### config.mk
export PLATFORM = sky130hd
export DESIGN_NAME = simple_bus_arb
export DESIGN_NICKNAME = d
export VERILOG_FILES = /design/src/rtl/simple_bus_pkg.sv /design/src/rtl/rr_pick.sv /design/src/rtl/simple_bus_arb.sv
export SDC_FILE = /design/constraint.sdc
export NUM_CORES = 1
export LEC_CHECK = 0
export ABC_AREA = 1
export BUFFER_PORTS_ARGS = -buffer_cell sky130_fd_sc_hd__buf_2
export CORE_MARGIN = 2
export CORE_UTILIZATION = 35
export DETAILED_ROUTE_END_ITERATION = 6
export PLACE_DENSITY = 0.65
export SYNTH_ARGS = -nofsm -noshare
export SYNTH_HDL_FRONTEND = slang
export SYNTH_HIERARCHICAL = 1
export SYNTH_SLANG_ARGS = --single-unit
### constraint.sdc
create_clock -name clk -period 1.65 [get_ports clk]
set_input_delay 0.165 -clock clk [delete_from_list [all_inputs] [get_ports clk]]
set_output_delay 0.165 -clock clk [all_outputs]
set_load 0.01 [all_outputs]
### src/rtl/simple_bus_pkg.sv
// Shared types for the simple_bus command-port arbiter.
//   state_e  : sequencer states (IDLE -> ISSUE -> WAIT -> RESP -> IDLE)
//   result_e : outcome of one bus transaction (completed or timed out)
//   SB_CMD_W : default command width of the simple_bus cmd port
package simple_bus_pkg;

  localparam int SB_CMD_W = 4;

  typedef enum logic [1:0] {
    IDLE,
    ISSUE,
    WAIT,
    RESP
  } state_e;

  typedef enum logic {
    RES_OK,
    RES_ERR
  } result_e;

endpackage

### src/rtl/rr_pick.sv
// Combinational round-robin selector.
//   req_i    : request vector, one bit per requester
//   rr_ptr_i : index of the requester served last; search starts one above it
//   valid_o  : at least one request is pending
//   index_o  : first requesting index found scanning upward from rr_ptr_i+1 with wrap
module rr_pick #(
  parameter int NREQ  = 4,
  parameter int IDX_W = $clog2(NREQ)
) (
  input  logic [NREQ-1:0]  req_i,
  input  logic [IDX_W-1:0] rr_ptr_i,
  output logic             valid_o,
  output logic [IDX_W-1:0] index_o
);

  logic [IDX_W-1:0] cand;

  // Scan from the farthest candidate to the nearest so the nearest
  // requester after the pointer is the last one written, i.e. the winner.
  always_comb begin
    valid_o = 1'b0;
    index_o = '0;
    cand    = '0;
    for (int k = NREQ; k >= 1; k--) begin
      cand = IDX_W'((int'(rr_ptr_i) + k) % NREQ);
      if (req_i[cand]) begin
        valid_o = 1'b1;
        index_o = cand;
      end
    end
  end

endmodule

### src/rtl/simple_bus_arb.sv
// Round-robin arbiter/sequencer sharing one simple_bus command port.
// One transaction at a time: pick a requester, pulse bus_en/bus_cmd for one
// cycle, wait for a rising edge on bus_done (or a timeout), then pulse ack
// or err back to that requester.
//   clk      : clock, all state on posedge
//   rst_     : asynchronous active-low reset
//   req      : per-requester request level, held until ack/err
//   req_cmd  : packed commands, requester i at [i*CMD_W +: CMD_W]
//   gnt      : one-hot grant, held from ISSUE through RESP
//   ack/err  : one-cycle completion / timeout pulse to the granted requester
//   bus_en   : one-cycle command strobe to simple_bus
//   bus_cmd  : command to simple_bus, holds its last value between strobes
//   bus_done : completion level from simple_bus
//   busy     : sequencer is not idle
module simple_bus_arb
  import simple_bus_pkg::*;
#(
  parameter int NREQ    = 4,
  parameter int CMD_W   = SB_CMD_W,
  parameter int TIMEOUT = 32,
  parameter int TO_W    = 6
) (
  input  logic                  clk,
  input  logic                  rst_,
  input  logic [NREQ-1:0]       req,
  input  logic [NREQ*CMD_W-1:0] req_cmd,
  output logic [NREQ-1:0]       gnt,
  output logic [NREQ-1:0]       ack,
  output logic [NREQ-1:0]       err,
  output logic                  bus_en,
  output logic [CMD_W-1:0]      bus_cmd,
  input  logic                  bus_done,
  output logic                  busy
);

  localparam int IDX_W = $clog2(NREQ);

  state_e           state_q, state_d;
  logic [NREQ-1:0]  gnt_q, gnt_d;
  logic [NREQ-1:0]  ack_q, ack_d;
  logic [NREQ-1:0]  err_q, err_d;
  logic             bus_en_q, bus_en_d;
  logic [CMD_W-1:0] bus_cmd_q, bus_cmd_d;
  logic             busy_q, busy_d;
  logic             done_q;
  logic [TO_W-1:0]  to_cnt_q, to_cnt_d;
  logic [IDX_W-1:0] rr_ptr_q, rr_ptr_d;
  logic [IDX_W-1:0] sel_q, sel_d;
  logic             pick_valid;
  logic [IDX_W-1:0] pick_idx;
  logic             done_rise;
  result_e          res;

  function automatic logic [NREQ-1:0] onehot(input logic [IDX_W-1:0] i);
    logic [NREQ-1:0] v;
    v    = '0;
    v[i] = 1'b1;
    return v;
  endfunction

  rr_pick #(
    .NREQ  (NREQ),
    .IDX_W (IDX_W)
  ) u_pick (
    .req_i    (req),
    .rr_ptr_i (rr_ptr_q),
    .valid_o  (pick_valid),
    .index_o  (pick_idx)
  );

  // Only an edge completes a transaction; a level already high at ISSUE
  // is ignored and the transaction runs into the timeout.
  assign done_rise = bus_done & ~done_q;

  always_comb begin
    state_d   = state_q;
    gnt_d     = gnt_q;
    ack_d     = '0;
    err_d     = '0;
    bus_en_d  = 1'b0;
    bus_cmd_d = bus_cmd_q;
    to_cnt_d  = to_cnt_q;
    rr_ptr_d  = rr_ptr_q;
    sel_d     = sel_q;
    res       = RES_ERR;

    // Outputs are registered, so each output is loaded on the transition
    // into the state in which it must be visible.
    unique case (state_q)
      IDLE: begin
        if (pick_valid) begin
          state_d   = ISSUE;
          sel_d     = pick_idx;
          bus_cmd_d = req_cmd[int'(pick_idx)*CMD_W +: CMD_W];
          bus_en_d  = 1'b1;
          gnt_d     = onehot(pick_idx);
        end
      end
      ISSUE: begin
        state_d  = WAIT;
        to_cnt_d = '0;
      end
      WAIT: begin
        to_cnt_d = to_cnt_q + TO_W'(1);
        // Completion is tested first so it wins over a same-cycle timeout.
        if (done_rise) begin
          res     = RES_OK;
          state_d = RESP;
        end else if (to_cnt_q == TO_W'(TIMEOUT - 1)) begin
          res     = RES_ERR;
          state_d = RESP;
        end
        if (state_d == RESP) begin
          if (res == RES_OK) ack_d = onehot(sel_q);
          else               err_d = onehot(sel_q);
        end
      end
      RESP: begin
        state_d  = IDLE;
        gnt_d    = '0;
        rr_ptr_d = sel_q;
      end
      default: state_d = IDLE;
    endcase

    busy_d = (state_d != IDLE);
  end

  always_ff @(posedge clk or negedge rst_) begin
    if (!rst_) begin
      state_q   <= IDLE;
      gnt_q     <= '0;
      ack_q     <= '0;
      err_q     <= '0;
      bus_en_q  <= 1'b0;
      bus_cmd_q <= '0;
      busy_q    <= 1'b0;
      done_q    <= 1'b0;
      to_cnt_q  <= '0;
      rr_ptr_q  <= IDX_W'(NREQ - 1);
    end else begin
      state_q   <= state_d;
      gnt_q     <= gnt_d;
      ack_q     <= ack_d;
      err_q     <= err_d;
      bus_en_q  <= bus_en_d;
      bus_cmd_q <= bus_cmd_d;
      busy_q    <= busy_d;
      done_q    <= bus_done;
      to_cnt_q  <= to_cnt_d;
      rr_ptr_q  <= rr_ptr_d;
    end
  end

  // Selected index is only meaningful while gnt is set, so it needs no reset.
  always_ff @(posedge clk) begin
    sel_q <= sel_d;
  end

  assign gnt     = gnt_q;
  assign ack     = ack_q;
  assign err     = err_q;
  assign bus_en  = bus_en_q;
  assign bus_cmd = bus_cmd_q;
  assign busy    = busy_q;

endmodule

==> results by group <==
Placement
  • Placed Instances: 320
  • Placed cell areas: 2010 um2
  • GPL Wtd Cong: 0.807
  • Post-DP HPWL: 2.60 mm
  • IO Port Bufs: 40
  • Pre-CTS WS: -0.229 ns

Critical path
  • CP max FO: 6
  • Depth of the worst register-to-register path: 14
  • Required @ worst endpoint: 1.81 ns
  • R2r setup slk: -0.25 ns
  • Crit path buf inv count: 4
  • Worst r2r src: rr_ptr_q[0]$_DFFE_PN1P_
  • Crit start category: flop
  • Levels on crit path: 14
  • Worst Path Class, Setup: flop to flop
  • Crit path to: gnt[2]$_DFFE_PN0P_
  • Slowest stage cell, crit path: dfstp_2
  • Worst Setup End Kind: flop
  • Reg-to-reg endpoint: gnt[2]$_DFFE_PN0P_
  • Critical Path AT: 2.06 ns
  • Largest stage delay, worst path: 0.55 ns
  • Cell family with the largest share of critical-path delay: simple AND/OR/NAND/NOR gates
  • Crit path launch: rr_ptr_q[0]$_DFFE_PN1P_
  • Cells along the critical path: buf_12, nand2_1, nand2_4, nand2_2, nand2_1, nand2_2, nand2_2, nand2_2, nand2_4, buf_4, clkinv_2, buf_4, nand2_1, o22ai_1
  • Most common cell on crit path: nand2_2

Clock network
  • Worst-skew pair later-pin latency: 0.28 ns
  • CTS tree: yes
  • CTS Buffer Depth: 2
  • CTS H-tree lvls: 2
  • TritonCTS Buffers: 5
  • Clock transition at path regs: 0.07 ns
  • CTS Sinks: 31
  • CTS root buf: clkbuf_8

Floorplan
  • Io pins: 41
  • Die width: 73.0 um
  • Die height: 73.0 um
  • Starting Density: 35.7%
  • Num rows: 25
  • Core box area: 4660 um2
  • Die ar.: 5320 um2

Timing
  • RSZ-0062 raised after global routing: yes
  • Fmax: 527 MHz
  • Setup ws final: -0.247 ns
  • Min Tclk post-route: 1.90 ns
  • Fin crit share: 115%
  • Count of final setup violators: 10
  • Slew @ Worst Pin: 0.662 ns
  • Slew Limit Fails: 0
  • Final Hold Fails: 0
  • Slew headroom: 55.8%
  • Clock Skew: 0.00811 ns

Cells and area
  • Most common cell after layout, fill and taps aside: nand2_1
  • Post-route cell area: 2370 um2
  • ANT cells: 0
  • Final nets: 312
  • Cell Count, Final, Fillers Out: 340
  • Layout cells sized above 1: 39.9%
  • Util after Layout: 50.8%
  • Area Overhead vs Synth: 42.2%
  • Most frequent cells in the layout: nand2_1, buf_2, dfrtp_1

Yosys
  • Syn Inst Count: 220
  • Syn Nets: 247
  • #FFs+latches synth: 31
  • Netlist cell types: 28
  • Sequential cell area fraction in the yosys report: 47.4%
  • Post-Syn Area: 1660 um2
  • Yosys warnings: 6
  • Avg Cell Area, Syn: 7.56 um2

Routing
  • TritonRoute pass-1 iters: 4
  • # DRC: 0
  • Routed len/inst: 11.0 um
  • Routed vias: 1533
  • Routed WL: 3.75 mm
  • DR iter-0 viols: 55
  • Via/cell ratio: 4.51
  • Antenna Nets Post-Route: 0

Global route
  • Total Routing Usage GR: 14.8%
  • Largest net degree at the start of global routing: 30
  • First-pass GRT wire length: 6.14 mm
  • Initial antenna violation count: 0
  • Total gr overflow: 0
  • Vias in the first global route: 1420

Power and ir drop
  • VDD IR max: 1140 uV
  • Static Leak: 1.26 nW
  • Pwr Total: 4.96 mW
  • Pwr dens: 2100 nW/um2

Min path
  • Hold Path Depth: 5
  • Hold Crit Start: req_cmd[14]
  • Hold WC Path Type: input pin to flop

Job
  • Maxcap violations: 0

Outcome
  • Failing checks: negative setup slack
  • Run status: finished, violations left
state kept, by name (all words and copies together), names as in the netlist:
name / count
gnt: 4
to_cnt_q: 6
state_q: 2
bus_en: 1
rr_ptr_q: 2
busy: 1
ack: 4
sel_q: 2
bus_cmd: 4
done_q: 1
err: 4
synth_stat cells:
master    instances  area (um2)
nand3_2           1        10.0
clkinv_1          1        3.75
nor2_1           22        82.6
o21ai_2           1        8.76
a21boi_1          1        7.51
nand3_1          17        85.1
dfrtp_1          27         676
buf_2             2        10.0
inv_1            24        90.1
inv_2             3        11.3
a21oi_1           4        20.0
o21ai_0           4        20.0
nor2_2            2        12.5
nand2_2          11        68.8
nor3_1            1        5.00
o22ai_1           4        25.0
o21ai_1           2        10.0
dfstp_2           2        52.6
nand2_1          78         293
nand4_1           1        6.26
nor2_4            1        11.3
and2_4            1        8.76
xnor2_1           1        8.76
nand3b_1          1        7.51
inv_6             1        8.76
edfxtp_1          2        60.1
ha_1              4        50.1
buf_6             1        11.3
layout make-up:
cell class,instances,area [um2]
Timing Repair Buffer,60,414
Inverter,29,126
Sequential cell,31,788
Clock buffer,8,100
Fill cell,448,2290
Multi-Input combinational cell,157,865
Timing Repair inverter,1,5.00
Tap cell,54,67.6
repair_timing:
action / in CTS / in global routing
hold buffers: 2 / 0
resized for setup: 12 / 31
pin swaps: 3 / 14
gates cloned: 1 / 2
buffers inserted: 5 / 2
setup endpoints to repair: 15 / 17
hold endpoints to repair: 28 / 0
logic make-up (layout without fill, tap and decap cells):
logic type                 after synthesis  after routing  synth area share, %
AOI/OAI and AO/OA                       16             16                 5.49
xor gates and xnor gates                 1              1                0.526
adders and majority gates                4              4                 3.01
buffers and inverters                   32             98                 8.12
DFF                                     31             31                 47.4
and+or+nand+nor                        136            136                 35.5
routing by layer:
metal	vias up	wire length, um	track usage [%]
li1	809	-	-
met1	678	1840	19.8
met2	42	1690	23.1
met3	4	173	4.01
met4	0	44	4.94
met5	-	0	0
power breakdown:
group | switching (mW) | total (mW) | internal, mW
clock | 0.274 | 0.654 | 0.380
combinational | 1.69 | 3.11 | 1.42
sequential | 0.159 | 1.19 | 1.03
total | 2.12 | 4.96 | 2.83
worst register-to-register path, stage by stage (launching register included):
cell	delay, ns
dfstp_2	0.55
buf_12	0.13
nand2_1	0.10
nand2_4	0.10
nand2_2	0.06
nand2_1	0.08
nand2_2	0.07
nand2_2	0.06
nand2_2	0.06
nand2_4	0.11
buf_4	0.13
clkinv_2	0.07
buf_4	0.14
nand2_1	0.05
o22ai_1	0.08
stage by stage:
step	hold WS [ns]	setup TNS, ns
floorplan	-0.131	-0.144
global placement	0.233	-1.33
detailed placement	0.242	-1.54
CTS	0.206	-1.10
global route	0.248	-2.89
finish	0.216	-1.88
worst min path at each step:
stage	slack, ns	endpoint
after floorplan	-0.13	ack[0]$_DFF_PN0_
after global placement	0.23	err[0]$_DFF_PN0_
after detailed placement	0.24	done_q$_DFF_PN0_
after CTS	0.21	bus_cmd[2]$_DFFE_PN0P_
after global routing	0.25	bus_cmd[3]$_DFFE_PN0P_
final	0.22	bus_cmd[2]$_DFFE_PN0P_
(Power assumes the default switching activity.)
